[src/rtl/rect_scan_gen_pkg.sv]
// rect_scan_gen_pkg: shared state encoding, mode values and default geometry for the rectangle scanner
package rect_scan_gen_pkg;
  localparam int DEF_X_W = 9;
  localparam int DEF_Y_W = 8;
  localparam int DEF_SIZE_W = 7;
  localparam int DEF_COL_W = 3;
  localparam int DEF_SCREEN_W = 160;
  localparam int DEF_SCREEN_H = 120;
  typedef enum logic [1:0] {ST_IDLE = 2'd0, ST_RUN = 2'd1, ST_DONE = 2'd2} state_t;
  localparam logic MODE_FILL = 1'b0;
  localparam logic MODE_OUTLINE = 1'b1;
endpackage

[src/rtl/rect_scan_gen_if.sv]
// rect_scan_gen_if: request/geometry inputs and pixel stream outputs of the rectangle scanner
interface rect_scan_gen_if import rect_scan_gen_pkg::*; #(
  parameter int X_W = DEF_X_W,
  parameter int Y_W = DEF_Y_W,
  parameter int SIZE_W = DEF_SIZE_W,
  parameter int COL_W = DEF_COL_W
) ();
  logic start;
  logic abort;
  logic mode;
  logic [X_W-1:0] x_origin;
  logic [Y_W-1:0] y_origin;
  logic [SIZE_W-1:0] width_m1;
  logic [SIZE_W-1:0] height_m1;
  logic [COL_W-1:0] colour_in;
  logic ready;
  logic [X_W-1:0] x_out;
  logic [Y_W-1:0] y_out;
  logic [COL_W-1:0] colour_out;
  logic plot;
  logic busy;
  logic done;
  modport master (
    output start, abort, mode, x_origin, y_origin, width_m1, height_m1, colour_in, ready,
    input x_out, y_out, colour_out, plot, busy, done
  );
  modport slave (
    input start, abort, mode, x_origin, y_origin, width_m1, height_m1, colour_in, ready,
    output x_out, y_out, colour_out, plot, busy, done
  );
endinterface

[src/rtl/rect_scan_step.sv]
// rect_scan_step: next scan offset, last-position flag and shape membership for the current offset
module rect_scan_step import rect_scan_gen_pkg::*; #(
  parameter int SIZE_W = DEF_SIZE_W
) (
  input  logic              mode,
  input  logic [SIZE_W-1:0] i_x,
  input  logic [SIZE_W-1:0] i_y,
  input  logic [SIZE_W-1:0] width_m1,
  input  logic [SIZE_W-1:0] height_m1,
  output logic [SIZE_W-1:0] nx,
  output logic [SIZE_W-1:0] ny,
  output logic              last,
  output logic              in_shape
);
  logic row_end, edge_row, skip_gap;
  // Row-major walk; outline interior rows hop straight from the left to the right edge
  always_comb begin
    row_end = i_x == width_m1;
    edge_row = i_y == '0 || i_y == height_m1;
    skip_gap = mode == MODE_OUTLINE && !edge_row && i_x == '0;
    nx = row_end ? '0 : skip_gap ? width_m1 : i_x + SIZE_W'(1);
    ny = row_end ? i_y + SIZE_W'(1) : i_y;
    last = row_end && i_y == height_m1;
    in_shape = mode == MODE_OUTLINE ? (edge_row || i_x == '0 || row_end) : 1'b1;
  end
endmodule

[src/rtl/rect_scan_gen.sv]
// rect_scan_gen: walks a latched W x H rectangle row-major, emitting clipped pixels under backpressure
module rect_scan_gen import rect_scan_gen_pkg::*; #(
  parameter int X_W = DEF_X_W,
  parameter int Y_W = DEF_Y_W,
  parameter int SIZE_W = DEF_SIZE_W,
  parameter int COL_W = DEF_COL_W,
  parameter int SCREEN_W = DEF_SCREEN_W,
  parameter int SCREEN_H = DEF_SCREEN_H
) (
  input logic           clock,
  input logic           resetn,
  rect_scan_gen_if.slave bus
);
  localparam logic [X_W:0] SW = SCREEN_W[X_W:0];
  localparam logic [Y_W:0] SH = SCREEN_H[Y_W:0];
  state_t state, state_nx;
  logic mode_q;
  logic [X_W-1:0] x_org;
  logic [Y_W-1:0] y_org;
  logic [SIZE_W-1:0] w_q, h_q, i_x, i_y, nx, ny;
  logic [COL_W-1:0] col_q;
  logic [X_W:0] sx;
  logic [Y_W:0] sy;
  logic last, in_shape, clipped, adv, accept;
  rect_scan_step #(.SIZE_W(SIZE_W)) u_step (
    .mode(mode_q), .i_x(i_x), .i_y(i_y), .width_m1(w_q), .height_m1(h_q),
    .nx(nx), .ny(ny), .last(last), .in_shape(in_shape)
  );
  assign sx = {1'b0, x_org} + (X_W+1)'(i_x);
  assign sy = {1'b0, y_org} + (Y_W+1)'(i_y);
  assign clipped = sx[X_W] || sy[Y_W] || sx >= SW || sy >= SH;
  assign adv = bus.ready || !bus.plot;
  assign accept = state == ST_IDLE && bus.start && !bus.abort;
  assign bus.x_out = sx[X_W-1:0];
  assign bus.y_out = sy[Y_W-1:0];
  assign bus.colour_out = col_q;
  // State register
  always_ff @(posedge clock or negedge resetn)
    if (!resetn) state <= ST_IDLE;
    else state <= state_nx;
  // Next state: abort wins in RUN, DONE always falls back to IDLE
  always_comb begin
    state_nx = state == ST_IDLE ? (accept ? ST_RUN : ST_IDLE) :
               state == ST_RUN  ? (bus.abort ? ST_IDLE : (adv && last) ? ST_DONE : ST_RUN) :
               ST_IDLE;
  end
  // Status and pixel-valid outputs
  always_comb begin
    bus.busy = state == ST_RUN;
    bus.done = state == ST_DONE;
    bus.plot = state == ST_RUN && in_shape && !clipped;
  end
  // Latch the request on accepted start and step the offsets on each advance
  always_ff @(posedge clock or negedge resetn)
    if (!resetn) begin
      mode_q <= 1'b0;
      x_org <= '0;
      y_org <= '0;
      w_q <= '0;
      h_q <= '0;
      col_q <= '0;
      i_x <= '0;
      i_y <= '0;
    end else if (accept) begin
      mode_q <= bus.mode;
      x_org <= bus.x_origin;
      y_org <= bus.y_origin;
      w_q <= bus.width_m1;
      h_q <= bus.height_m1;
      col_q <= bus.colour_in;
      i_x <= '0;
      i_y <= '0;
    end else if (state == ST_RUN && !bus.abort && adv) begin
      i_x <= nx;
      i_y <= ny;
    end
endmodule

[src/flat_wrapper.sv]
// flat-port wrapper written by rule: the top's interface ports become plain ports
module rect_scan_gen_flat import rect_scan_gen_pkg::*;
#(
  parameter int X_W = DEF_X_W,
  parameter int Y_W = DEF_Y_W,
  parameter int SIZE_W = DEF_SIZE_W,
  parameter int COL_W = DEF_COL_W,
  parameter int SCREEN_W = DEF_SCREEN_W,
  parameter int SCREEN_H = DEF_SCREEN_H
)
  (clock, resetn, bus_start, bus_abort, bus_mode, bus_x_origin, bus_y_origin, bus_width_m1, bus_height_m1, bus_colour_in, bus_ready, bus_x_out, bus_y_out, bus_colour_out, bus_plot, bus_busy, bus_done);
  rect_scan_gen_if #(.X_W(X_W), .Y_W(Y_W), .SIZE_W(SIZE_W), .COL_W(COL_W)) bus_i ();
  input logic clock;
  input logic resetn;
  input wire logic [$bits(bus_i.start)-1:0] bus_start;
  input wire logic [$bits(bus_i.abort)-1:0] bus_abort;
  input wire logic [$bits(bus_i.mode)-1:0] bus_mode;
  input wire logic [$bits(bus_i.x_origin)-1:0] bus_x_origin;
  input wire logic [$bits(bus_i.y_origin)-1:0] bus_y_origin;
  input wire logic [$bits(bus_i.width_m1)-1:0] bus_width_m1;
  input wire logic [$bits(bus_i.height_m1)-1:0] bus_height_m1;
  input wire logic [$bits(bus_i.colour_in)-1:0] bus_colour_in;
  input wire logic [$bits(bus_i.ready)-1:0] bus_ready;
  output wire logic [$bits(bus_i.x_out)-1:0] bus_x_out;
  output wire logic [$bits(bus_i.y_out)-1:0] bus_y_out;
  output wire logic [$bits(bus_i.colour_out)-1:0] bus_colour_out;
  output wire logic [$bits(bus_i.plot)-1:0] bus_plot;
  output wire logic [$bits(bus_i.busy)-1:0] bus_busy;
  output wire logic [$bits(bus_i.done)-1:0] bus_done;
  assign bus_i.start = bus_start;
  assign bus_i.abort = bus_abort;
  assign bus_i.mode = bus_mode;
  assign bus_i.x_origin = bus_x_origin;
  assign bus_i.y_origin = bus_y_origin;
  assign bus_i.width_m1 = bus_width_m1;
  assign bus_i.height_m1 = bus_height_m1;
  assign bus_i.colour_in = bus_colour_in;
  assign bus_i.ready = bus_ready;
  assign bus_x_out = bus_i.x_out;
  assign bus_y_out = bus_i.y_out;
  assign bus_colour_out = bus_i.colour_out;
  assign bus_plot = bus_i.plot;
  assign bus_busy = bus_i.busy;
  assign bus_done = bus_i.done;
  rect_scan_gen #(.X_W(X_W), .Y_W(Y_W), .SIZE_W(SIZE_W), .COL_W(COL_W), .SCREEN_W(SCREEN_W), .SCREEN_H(SCREEN_H)) u_core (.clock(clock), .resetn(resetn), .bus(bus_i));
endmodule
[config.mk]
export PLATFORM = sky130hd
export DESIGN_NAME = rect_scan_gen_flat
export DESIGN_NICKNAME = d
export VERILOG_FILES = /design/src/rtl/rect_scan_gen_pkg.sv /design/src/rtl/rect_scan_gen_if.sv /design/src/rtl/rect_scan_step.sv /design/src/rtl/rect_scan_gen.sv /design/src/flat_wrapper.sv
export SDC_FILE = /design/constraint.sdc
export NUM_CORES = 1
export LEC_CHECK = 0
export ABC_CLOCK_PERIOD_IN_PS = 8100
export CAP_MARGIN = 20
export CORE_MARGIN = 10
export CORE_UTILIZATION = 53
export CTS_CLUSTER_SIZE = 8
export DETAILED_ROUTE_END_ITERATION = 12
export HOLD_SLACK_MARGIN = 0.06
export PLACE_DENSITY = 0.82
export REMOVE_ABC_BUFFERS = 1
export SETUP_SLACK_MARGIN = 0.3
export SYNTH_ARGS = -nofsm -noshare
export SYNTH_HDL_FRONTEND = slang
export SYNTH_SLANG_ARGS = --single-unit
[constraint.sdc]
create_clock -name clock -period 8.1 [get_ports clock]
set_clock_uncertainty 0.2 [all_clocks]
set_input_delay 1.62 -clock clock [delete_from_list [all_inputs] [get_ports clock]]
set_output_delay 1.62 -clock clock [all_outputs]
set_load 0.02 [all_outputs]
==> reports/results.tsv <==
stage	metric	value	unit
logic_synthesis	syn_avg_cell_area	8.468	sq um
floorplanning	ios	63	
clocking	cts_buffer_depth	2	
timing	max_freq	188.0	MHz
worst_setup_path	critPathCaptureType	primary output	
routing	via_count	2858	
clocking	h-tree-depth	2	
logic_synthesis	synth_cell_types	49	
floorplanning	start_util	53.95	%
floorplanning	row_count	28	
clocking	clk_pin_slew	0.09	ns
routing	antenna_left	0	
place	gp_congestion	0.9325	
routing	drc	0	
floorplanning	core-area	5886	sq um
logic_synthesis	yosysWarnings	0	
logic_synthesis	synth_top_family_by_area	simple AND/OR/NAND/NOR gates	
finish	syn2layout_area_growth	24.43	%
timing	drv_slew	0	
floorplanning	fp.dieArea	9488	sq um
logic_synthesis	yosysTopAreaCellShare	40.19	%
place	placedCellCount	504	
logic_synthesis	synth_most_common_cell	nand2_1	
worst_setup_path	cp_num_buf_inv	1	
floorplanning	die_w	97.41	um
place	dpl.hpwl	5.957	mm
timing	setup_tns	0	ns
clocking	cts_resized	0	
logic_synthesis	synth_area_leaders	dfrtp_1 40%, nand2_1 14%, ha_1 7.1%	
logic_synthesis	yosys_most_used_dff	dfrtp_1	
finish	antenna_cells	0	
power_and_ir_drop	leakagePower	0.001854	uW
logic_synthesis	synth_cells	375	
routing	highest_layer	met4	
worst_setup_path	crit_end	bus_plot	
place	portBuffers	62	
power_and_ir_drop	power_density	199.1	nW/um^2
timing	slew_headroom	34.70	%
worst_setup_path	crit_chain	ha_1, fa_1, a211o_1, a211oi_1, nor2_1, o21ai_0, a21oi_1, nor3b_1, clkdlybuf4s50_1	
logic_synthesis	synthTopCellsByCount	118 x nand2_1, 51 x dfrtp_1, 18 x a21oi_1, 18 x ha_1	
timing	setup_viol	0	
logic_synthesis	ys_ff_latch	51	
global_routing	grt_first_pass_wirelength	13.46	mm
timing	rsz0062_at_grt	false	
logic_synthesis	synthArstFlopShare	100.0	%
clocking	cts-root-buf	clkbuf_8	
global_routing	grt_pass1_vias	2786	
global_routing	grt_max_degree	52	
logic_synthesis	yosysTopAreaCell	dfrtp_1	
routing	wl_per_cell	15.82	um
global_routing	antenna_found_initial	0	
clocking	cts_buffers	5	
finish	final_nets	496	
logic_synthesis	synthXorXnorAreaFrac	6.895	%
clocking	cts_sinks	51	
routing	drtPass1Iterations	5	
finish	seqCellArea	1276	sq um
global_routing	grt_usage	16.50	%
finish	multiInputGateArea	1799	sq um
floorplanning	dieHeight	97.41	um
logic_synthesis	ys_seq_area_share	40.19	%
worst_setup_path	cp.depth	9	
routing	wl	8.085	mm
clocking	postCtsSetupBuffers	0	
logic_synthesis	synthSimpleGateAreaFrac	26.87	%
logic_synthesis	synth_adder_area_share	8.353	%
finish	drive_above_1_share	4.128	%
worst_setup_path	cpMaxStageDelayCell	clkdlybuf4s50_1	
finish	layoutNonFillerInstCount	511	
global_routing	overflow	0	
logic_synthesis	synth_edf_count	0	
routing	wl_met2	3.851	mm
clocking	clk_latency	0.30	ns
routing	drt_iter0_drc	236	
place	place_ws	3.140	ns
timing	worst_slack	2.781	ns
logic_synthesis	synth_compound_area_share	12.77	%
worst_setup_path	worst-r2r-cell-count	10	
routing	wl_met1	3.671	mm
routing	viasPerCell	5.593	
worst_setup_path	reg2reg_to	u_core.i_x[2]$_DFFE_PN0P_	
clocking	cts_tree	done	
logic_synthesis	synth_area	3176	sq um
power_and_ir_drop	ir_worst_vdd	0.0001183	V
worst_setup_path	required	6.28	ns
worst_setup_path	timing.rr.start	u_core.i_x[0]$_DFFE_PN0P_	
finish	nFillCells	491	
run_status	status	completed	
routing	dr_wl_met3	465	um
worst_setup_path	cp-startpoint	u_core.i_x[0]$_DFFE_PN0P_	
worst_setup_path	cp_data_arrival_time	3.50	ns
worst_setup_path	startpoint_type	flip-flop	
timing	layout_min_cycle_time	5.319	ns
min_path	hold_path.class	flip-flop to flip-flop	
worst_setup_path	crit_type	flip-flop to primary output	
timing	hold_viol	0	
timing	period_share	65.66	%
worst_setup_path	critPathMaxFanout	7	
timing	worst_pin_slew	0.9796	ns
logic_synthesis	synth_mux_area_share	1.576	%
finish	final_core_util	67.13	%
worst_setup_path	max_stage_delay	0.63	ns
clocking	ctsHoldBuffers	0	
flow_run	cap_violations	0	
worst_setup_path	cp_top_family	compound AO/OA/AOI/OAI gates	
worst_setup_path	ff2ff_setup_slack	4.11	ns
-- cell usage in the layout (no fill, tap or decap), types with 5 or more instances in the layout --
master,netlist,layout
nand3_1,8,8
nor3_1,5,5
o21ai_0,15,15
a21oi_1,18,18
clkdlybuf4s50_1,0,61
nand2_1,118,118
xnor2_1,12,12
nor3b_1,5,5
nor2_1,13,13
inv_1,15,15
dfrtp_1,51,51
clkbuf_8,0,6
nor2b_1,7,7
ha_1,18,18
mux2i_1,5,5
xor2_1,13,13
-- power breakdown --
group | switching (uW) | internal [uW]
clock | 84.6 | 67.3
sequential | 41.7 | 295
combinational | 159 | 139
-- cell type report --
cell class / instances / share of cell area [%]
Clock inverter: 1 / 0.1267
Inverter: 15 / 1.425
Multi-Input combinational cell: 298 / 45.54
Clock buffer: 6 / 2.090
Timing Repair Buffer: 65 / 16.15
Tap cell: 75 / 2.375
Sequential cell: 51 / 32.30
-- worst min-delay path by stage --
stage	cells after the start	end	from
floorplan	2	u_core.x_org[0]$_DFFE_PN0P_	u_core.x_org[0]$_DFFE_PN0P_
global placement	2	u_core.bus.colour_out[0]$_DFFE_PN0P_	u_core.bus.colour_out[0]$_DFFE_PN0P_
detailed placement	2	u_core.bus.colour_out[1]$_DFFE_PN0P_	u_core.bus.colour_out[1]$_DFFE_PN0P_
CTS	2	u_core.bus.colour_out[1]$_DFFE_PN0P_	u_core.bus.colour_out[1]$_DFFE_PN0P_
global route	2	u_core.bus.colour_out[1]$_DFFE_PN0P_	u_core.bus.colour_out[1]$_DFFE_PN0P_
finish	2	u_core.bus.colour_out[1]$_DFFE_PN0P_	u_core.bus.colour_out[1]$_DFFE_PN0P_
-- state kept, by name, summed over array words and instances (netlist names) --
name                   count
u_core.state               2
u_core.w_q                 7
u_core.bus.colour_out      3
u_core.mode_q              1
u_core.y_org               8
u_core.h_q                 7
u_core.i_y                 7
u_core.x_org               9
u_core.i_x                 7
-- layer usage --
metal	GRT usage (%)	vias to the layer above
li1	-	1403
met1	21.43	1347
met2	26.67	97
met3	3.841	11
met4	4.474	0
met5	0	-
-- kinds of logic (layout without fill, tap and decap cells) --
logic type | Yosys count | count (layout)
multiplexers | 5 | 5
AND/OR/NAND/NOR | 184 | 184
flip-flops | 51 | 51
XOR/XNOR | 25 | 25
AO/OA/AOI/OAI | 64 | 64
adder cells (fa/ha/maj) | 20 | 20
buffers and inverters | 26 | 87
-- metrics by stage --
stage / area [sq um] / total power [uW] / hold slack (ns)
final: 3951 / 786.8 / 0.2785
after global routing: 3951 / 839.3 / 0.3082
after CTS: 3951 / 792.4 / 0.2869
after detailed placement: 3864 / 640.7 / 0.2630
after global placement: 3864 / 630.4 / 0.2596
after floorplan: 3126 / 513.6 / 0.2497
-- worst reg2reg max path: cells and delay by family, from the launching register on --
| family | cells | cell delay, ns |
|---|---|---|
| AOI/OAI and AO/OA | 5 | 1.19 |
| and+or+nand+nor | 3 | 1.32 |
| DFF | 1 | 0.47 |
| adders and majority gates | 2 | 0.70 |
Note: power is estimated with default switching activity, not from simulation.
